**src/rtl/obq_gh.sv**
```systemverilog
// Outstanding-branch queue holding global-history checkpoints for a gshare predictor.
// Each entry is the pre-update history of one in-flight branch. A mispredict replays the oldest entry through a single rollback cycle.
module obq_gh #(
    parameter int GHT_BIT = 4,
    parameter int DEPTH   = 8
) (
    input  logic                     clock,
    input  logic                     reset,
    input  logic                     push_en,
    input  logic [GHT_BIT-1:0]       push_gh,
    input  logic                     resolve_en,
    input  logic                     resolve_mispredict,
    output logic                     obq_bh_pred_valid,
    output logic [GHT_BIT-1:0]       obq_gh_out,
    output logic                     clear_en,
    output logic                     full,
    output logic                     empty,
    output logic [$clog2(DEPTH):0]   count,
    output logic                     err_ovf,
    output logic                     err_udf
);

    localparam int PW = $clog2(DEPTH);
    localparam int CW = PW + 1;

    typedef enum logic [0:0] {
        NORMAL   = 1'b0,
        ROLLBACK = 1'b1
    } state_t;

    state_t               state_r, state_s;
    logic [GHT_BIT-1:0]   mem_r [DEPTH];
    logic [PW-1:0]        head_r, head_s, tail_r, tail_s;
    logic [CW-1:0]        count_r, count_s;
    logic [GHT_BIT-1:0]   rb_r, rb_s;
    logic                 err_ovf_r, err_ovf_s, err_udf_r, err_udf_s;
    logic                 empty_now_s, full_now_s, good_s, mis_s, wr_s;
    logic                 clear_en_r, clear_en_s, valid_r, valid_s;
    logic [GHT_BIT-1:0]   gh_out_r, gh_out_s;
    logic                 full_r, full_s, empty_r, empty_s;

    // Next-state, pointer/count update and the registered view of the head.
    always_comb begin
        state_s     = state_r;
        head_s      = head_r;
        tail_s      = tail_r;
        count_s     = count_r;
        rb_s        = rb_r;
        err_ovf_s   = err_ovf_r;
        err_udf_s   = err_udf_r;
        empty_now_s = (count_r == {CW{1'b0}});
        full_now_s  = (count_r == CW'(DEPTH));
        good_s      = 1'b0;
        mis_s       = 1'b0;
        wr_s        = 1'b0;
        case (state_r)
            NORMAL: begin
                good_s = resolve_en && !resolve_mispredict && !empty_now_s;
                mis_s  = resolve_en && resolve_mispredict && !empty_now_s;
                if (resolve_en && empty_now_s) begin
                    err_udf_s = 1'b1;
                end else begin
                    err_udf_s = err_udf_r;
                end
                if (push_en && full_now_s && !good_s) begin
                    err_ovf_s = 1'b1;
                end else begin
                    err_ovf_s = err_ovf_r;
                end
                if (mis_s) begin
                    rb_s    = mem_r[head_r];
                    head_s  = {PW{1'b0}};
                    tail_s  = {PW{1'b0}};
                    count_s = {CW{1'b0}};
                    state_s = ROLLBACK;
                end else begin
                    wr_s   = push_en && (!full_now_s || good_s);
                    tail_s = wr_s ? (tail_r + PW'(1'b1)) : tail_r;
                    head_s = good_s ? (head_r + PW'(1'b1)) : head_r;
                    if (wr_s && !good_s) begin
                        count_s = count_r + CW'(1'b1);
                    end else if (good_s && !wr_s) begin
                        count_s = count_r - CW'(1'b1);
                    end else begin
                        count_s = count_r;
                    end
                end
            end
            ROLLBACK: begin
                state_s = NORMAL;
            end
            default: begin
                state_s = NORMAL;
            end
        endcase

        // A push into the slot that becomes head must be forwarded, it is not in mem_r yet.
        if (state_s == ROLLBACK) begin
            clear_en_s = 1'b1;
            valid_s    = 1'b1;
            gh_out_s   = rb_s;
        end else if (count_s != {CW{1'b0}}) begin
            clear_en_s = 1'b0;
            valid_s    = 1'b1;
            gh_out_s   = (wr_s && (head_s == tail_r)) ? push_gh : mem_r[head_s];
        end else begin
            clear_en_s = 1'b0;
            valid_s    = 1'b0;
            gh_out_s   = {GHT_BIT{1'b0}};
        end
        full_s  = (count_s == CW'(DEPTH));
        empty_s = (count_s == {CW{1'b0}});
    end

    // Control state and output registers.
    always_ff @(posedge clock) begin
        if (!reset) begin
            state_r    <= NORMAL;
            head_r     <= {PW{1'b0}};
            tail_r     <= {PW{1'b0}};
            count_r    <= {CW{1'b0}};
            rb_r       <= {GHT_BIT{1'b0}};
            err_ovf_r  <= 1'b0;
            err_udf_r  <= 1'b0;
            clear_en_r <= 1'b0;
            valid_r    <= 1'b0;
            gh_out_r   <= {GHT_BIT{1'b0}};
            full_r     <= 1'b0;
            empty_r    <= 1'b1;
        end else begin
            state_r    <= state_s;
            head_r     <= head_s;
            tail_r     <= tail_s;
            count_r    <= count_s;
            rb_r       <= rb_s;
            err_ovf_r  <= err_ovf_s;
            err_udf_r  <= err_udf_s;
            clear_en_r <= clear_en_s;
            valid_r    <= valid_s;
            gh_out_r   <= gh_out_s;
            full_r     <= full_s;
            empty_r    <= empty_s;
        end
    end

    // Checkpoint storage; contents are don't-care until written.
    always_ff @(posedge clock) begin
        if (reset && wr_s) begin
            mem_r[tail_r] <= push_gh;
        end
    end

    assign obq_bh_pred_valid = valid_r;
    assign obq_gh_out        = gh_out_r;
    assign clear_en          = clear_en_r;
    assign full              = full_r;
    assign empty             = empty_r;
    assign count             = count_r;
    assign err_ovf           = err_ovf_r;
    assign err_udf           = err_udf_r;

endmodule

```
**config.mk**
```make
export PLATFORM = sky130hd
export DESIGN_NAME = obq_gh
export DESIGN_NICKNAME = d
export VERILOG_FILES = /design/src/rtl/obq_gh.sv
export SDC_FILE = /design/constraint.sdc
export NUM_CORES = 1
export LEC_CHECK = 0
export CORE_ASPECT_RATIO = 1.1
export CORE_UTILIZATION = 57
export DETAILED_ROUTE_END_ITERATION = 12
export PLACE_DENSITY = 0.82
export SYNTH_ARGS = -nofsm -noshare
export SYNTH_HDL_FRONTEND = slang
export SYNTH_SLANG_ARGS = --single-unit
```
**constraint.sdc**
```tcl
create_clock -name clock -period 2.8 [get_ports clock]
set_input_delay 0.7 -clock clock [delete_from_list [all_inputs] [get_ports clock]]
set_output_delay 0.7 -clock clock [all_outputs]
set_load 0.02 [all_outputs]
```
; Word level (Yosys, flattened, before mapping)
; Memory sizes are Yosys's and may differ from the RTL's. A register that Yosys moved wholly into a read port is not among the register bits.
; Index checks and enable logic that the tools add are counted.
[op_classes]
muxes = 24
n_addsub = 4
n_bitwise = 1
n_eq_ne = 3
reduce_logical = 25
[op_table]
columns = cell, n
row1 = 2-to-1 mux 4 bit, 9
row2 = 2-to-1 mux 3 bit, 6
row3 = logical AND 1 bit, 12
row4 = "equality test 4 bit, second input constant", 2
row5 = zero test 4 bit, 2
row6 = 2-to-1 mux 1 bit, 8
row7 = "adder 3 x 1 -> 3 bit, second input constant", 2
row8 = AND reduction 2 bit, 3
row9 = zero test 1 bit, 5
row10 = "adder 4 x 1 -> 4 bit, second input constant", 1
row11 = nonzero test 4 bit, 1
row12 = "subtractor 4 x 1 -> 4 bit, second input constant", 1
row13 = equality test 3 bit, 1
row14 = case mux 1 bit (2 select lines), 1
row15 = nonzero test 2 bit, 1
row16 = logical OR 1 bit, 1
row17 = NOT 1 bit, 1
[word_totals]
memories = 1
mem_bits_rw = 32
regBits = 25
input_bits = 9
output_inout_bits = 14
[memory_table]
columns = name, words, width, rd, rd_clocked_by_memory_dff, write_ports, line_no
row1 = mem_r, 8, 4, 2, 1, 1, 32  ; logic [GHT_BIT-1:0] mem_r [DEPTH];

; Depth between registers and ports, before layout
[depth]
word_depth = 14
mapped_depth = 12

; Worst setup path before layout
; OpenSTA, ideal clock, no wires.
[synth_timing]
kind = flip-flop to flip-flop
start = register count_r[0], in the netlist count[0]
end = register gh_out_r[2], in the netlist obq_gh_out[2]
period_less_slack_ps = 2421
stages_incl_launch_ff = 12
n_path_buf = 2
arrival_time_ps = 2329
setup_ps = 92
path_slack_ps = 379
cell_sequence = dfxtp_1 > inv_1 > ha_1 > nor3b_4 > nor4b_1 > a21oi_2 > buf_6 > buf_6 > mux2i_1 > a22oi_1 > a21boi_1 > o32ai_1
[synth_between]
elab_chain_len = 14
[synth_rtl]
columns = item, line_no
row1 = from (decl), 34  ; logic [CW-1:0] count_r, count_s;
row2 = from (signal assigned), 121  ; count_r <= {CW{1'b0}};
row3 = from (signal assigned), 134  ; count_r <= count_s;
row4 = zero test 4 bit, 51  ; empty_now_s = (count_r == {CW{1'b0}});
row5 = zero test 1 bit, "58, 59"
row6 = logical AND 1 bit, 58  ; good_s = resolve_en && !resolve_mispredict && !empty_now_s;
row7 = logical OR 1 bit, 77  ; wr_s = push_en && (!full_now_s || good_s);
row8 = logical AND 1 bit, 77
row9 = zero test 1 bit, 82  ; end else if (good_s && !wr_s) begin
row10 = logical AND 1 bit, 82
row11 = 2-to-1 mux 4 bit, 82
row12 = 2-to-1 mux 4 bit, 80  ; if (wr_s && !good_s) begin
row13 = 2-to-1 mux 4 bit, 70  ; if (mis_s) begin
row14 = 2-to-1 mux 4 bit, 56  ; case (state_r)
row15 = nonzero test 4 bit, 102  ; end else if (count_s != {CW{1'b0}}) begin
row16 = 2-to-1 mux 4 bit, 102
row17 = 2-to-1 mux 4 bit (*), 98  ; if (state_s == ROLLBACK) begin
row18 = to (signal assigned), 127  ; gh_out_r <= {GHT_BIT{1'b0}};
row19 = to (signal assigned), 140  ; gh_out_r <= gh_out_s;
row20 = to (decl), 39  ; logic [GHT_BIT-1:0] gh_out_r, gh_out_s;
; Mark *: on every way between the ends. The rest lies on a longest branch, timed or not.
; A chain may end at the register's enable or synchronous reset.

; Worst setup path in the final report
[layout_timing]
start = register count_r[0], in the netlist count[0]
end = register gh_out_r[0], in the netlist obq_gh_out[0]
; Same word-level chain as after synthesis.

==> flow_summary.yaml <==
status:
  status: "complete, no violations"
drt:
  wl_per_cell_um: 17.3
  initialDrtViolationCount: 162
  routed_wl_um: 5770
  postRouteAntennaNets: 0
  dr.pass1.iters: 4
  dr_total_vias: 1962
  drc_errors: 0
  via_per_inst: 5.89
placement:
  gp_routability_congestion: 0.824
  post-dp-hpwl_um: 4370
  placed_cell_area_mm2: 0.00324
  port_buffers: 22
pwr:
  vdd_drop_max_mv: 0.423
  p_per_area_mw_per_mm2: 649
  leakage_uw: 0.00133
timing:
  worst_pin_slew_ns: 0.666
  min_period_ns: 2.64
  setup_viol_count_final: 0
  clock_skew_ns: 0.00350
  maxSlewViolCount: 0
  slew_headroom: 0.551
  max_freq_ghz: 0.378
  post-route-period-util: 0.944
  rsz0062_at_grt: "false"
  hold_violations: 0
yosys:
  synthFlopType: "edfxtp_1"
  synth_area_mm2: 0.00276
  async_flop_share: 0
  ys_types: 58
  ys_warn_count: 0
  synth_edf_count: 32
  syn-num-nets: 239
  synth_cells: 226
  synth-seq-cells: 52
  synth.yosys.seq_area_share: 0.493
  syn_avg_cell_area_um2: 12.2
finish:
  multi_input_area_mm2: 0.00130
  finalInstanceArea_mm2: 0.00336
  nFillCells: 308
  antenna_cells: 0
  final_util: 0.722
  seqCellArea_mm2: 0.00136
  drive_gt1_frac: 0.235
  fin_nets: 289
  syn_to_final_growth_pct: 21.8
global_route:
  antenna_found_initial: 0
  grt.total_usage: 0.236
  grt_pass1_wl_um: 8760
  grt_overflow: 0
  grt_pass1_vias: 1776
  grt_max_degree: 17
die:
  die_width_um: 68.4
  core_area_mm2: 0.00465
  initial_core_util: 0.593
  dieArea_mm2: 0.00513
  die_h_um: 75.0
  rows: 26
  ios: 23
worst_setup_path:
  critical_path_class: "reg2reg"
  crit_chain: "inv_1 > ha_1 > nor3b_4 > nor4b_2 > a21oi_2 > buf_4 > buf_12 > mux2i_1 > a22oi_1 > a21boi_0 > o32ai_1"
  crit_path_end_kind: "flip-flop"
  crit_path_max_incr_delay_ns: 0.44
  worstPathMaxFanout: 8
  reg2reg_from: "count[0]"
  worstPathArrival_ns: 2.85
  cp-startpoint: "count[0]"
  required_ns: 3.01
  start_kind: "flip-flop"
  slowest_stage: "dfxtp_1"
worst_hold_path:
  min_from: "err_ovf"
  hold_class: "reg2reg"
clocking:
  hold_buffers: 0
  cts_made_buffers: 5
  cts_max_level: 2
  cts_sinks: 52
  clock_path_buffers: 2
  cts_tree: "yes"
  clk_root_buffer_cell: "clkbuf_8"
  path_clk_slew_ns: 0.09
  insertion_delay_ns: 0.29
run:
  max-cap-violations: 0
## synthesized netlist by cell type (3+ instances only)
library cell / instances / area [µm²]
clkbuf_1: 7 / 26.3
mux2i_1: 21 / 210
dfxtp_1: 20 / 400
o32ai_1: 4 / 35.0
o21ai_0: 4 / 20.0
a22oi_1: 8 / 60.1
nor2b_1: 7 / 43.8
nand2b_1: 4 / 25.0
and2_1: 6 / 37.5
nor3_1: 7 / 35.0
a21oi_1: 6 / 30.0
inv_1: 7 / 26.3
nand3_1: 3 / 15.0
mux4_2: 8 / 180
nand2_1: 11 / 41.3
nor4_1: 3 / 18.8
edfxtp_1: 32 / 961
nor2_1: 13 / 48.8
a21boi_0: 4 / 30.0
ha_1: 4 / 50.1
buf_6: 3 / 33.8
## power by group
| part | internal, µW | total [µW] | switching [µW] |
|---|---|---|---|
| Clock | 270 | 503 | 233 |
| Sequential | 881 | 933 | 52.3 |
| Combinational | 362 | 744 | 382 |
| Total | 1510 | 2180 | 667 |
## metal layers
layer | wire length, µm | up-vias | global-route usage | share of wire
li1 | - | 955 | - | -
met2 | 2730 | 54 | 0.378 | 0.47
met3 | 328 | 10 | 0.0364 | 0.057
met1 | 2640 | 943 | 0.335 | 0.46
met5 | 0 | - | 0 | 0
met4 | 64 | 0 | 0.0602 | 0.011
## area by class of cell
| cell class | instances | share of cell area |
|---|---|---|
| sequential | 52 | 0.405 |
| multi-input combinational | 154 | 0.388 |
| timing repair buffer | 56 | 0.145 |
| clock buffer | 6 | 0.0216 |
| tap | 56 | 0.0208 |
| clock inverter | 2 | 0.0115 |
| inverter | 7 | 0.00782 |
## sequential cells by signal, indices dropped and copies added, names as in the netlist
signal and flops:
mem_r 32, err_udf 1, head_r 3, tail_r 3
err_ovf 1, obq_bh_pred_valid 1, full 1, empty 1
count 4, obq_gh_out 4, state_r 1
## repair_timing
item / in CTS / in global routing
buffers inserted: 0 / 0
endpoints found under the hold margin: 0 / 0
gates resized for setup: 0 / 2
endpoints found under the setup margin: 0 / 3
## logic make-up (layout without fill, tap and decap cells)
group	count (synthesis)	count (layout)	synth area share
and+or+nand+nor	70	70	0.151
DFF	52	52	0.493
AOI/OAI and AO/OA	45	45	0.133
muxes	30	30	0.146
buffers and inverters	20	71	0.0376
xor gates and xnor gates	5	5	0.0213
adders and majority gates	4	4	0.0181
## path summary, 6_finish.rpt
check                           slack, ns             to  cells past startpoint
worst max-delay path                 0.16  obq_gh_out[0]                     11
worst max register to register       0.16  obq_gh_out[0]                     11
worst min-delay path                 0.47        err_ovf                      1
worst min register to register       0.47        err_ovf                      1
## cells in the final DEF, fill, tap and decap left out, types with 3 or more instances in the layout
| cell type | instances |
|---|---|
| buf_4 | 33 |
| edfxtp_1 | 32 |
| clkdlybuf4s50_1 | 22 |
| mux2i_1 | 21 |
| dfxtp_1 | 20 |
| nor2_1 | 13 |
| nand2_1 | 11 |
| mux4_2 | 8 |
| a22oi_1 | 8 |
| inv_1 | 7 |
| nor2b_1 | 7 |
| nor3_1 | 7 |
| and2_1 | 6 |
| a21oi_1 | 6 |
| clkbuf_8 | 5 |
| nand2b_1 | 4 |
| o21ai_0 | 4 |
| o32ai_1 | 4 |
| a21boi_0 | 4 |
| ha_1 | 4 |
| nand3_1 | 3 |
| nor4_1 | 3 |
## through the flow
stage	total power (µW)	hold slack [ns]	setup TNS (ns)	std cells	worst slack (ns)
after floorplan	1420	0.577	0	226	0.379
after global placement	1660	0.448	-0.255	325	-0.0966
after detailed placement	1680	0.457	-0.505	325	-0.122
after CTS	2170	0.479	0	333	0.0839
after global routing	2270	0.487	0	333	0.0133
final	2180	0.474	0	333	0.158
## critical path: cells and delay by family, from the launching register on
kind                     cells  cell delay [ns]
AO/OA/AOI/OAI                4             0.72
AND/OR/NAND/NOR              2             0.55
flip-flops                   1             0.44
buffers and inverters        3             0.42
adder cells (fa/ha/maj)      1             0.30
multiplexers                 1             0.11
Power figures use the tool's default switching activity.
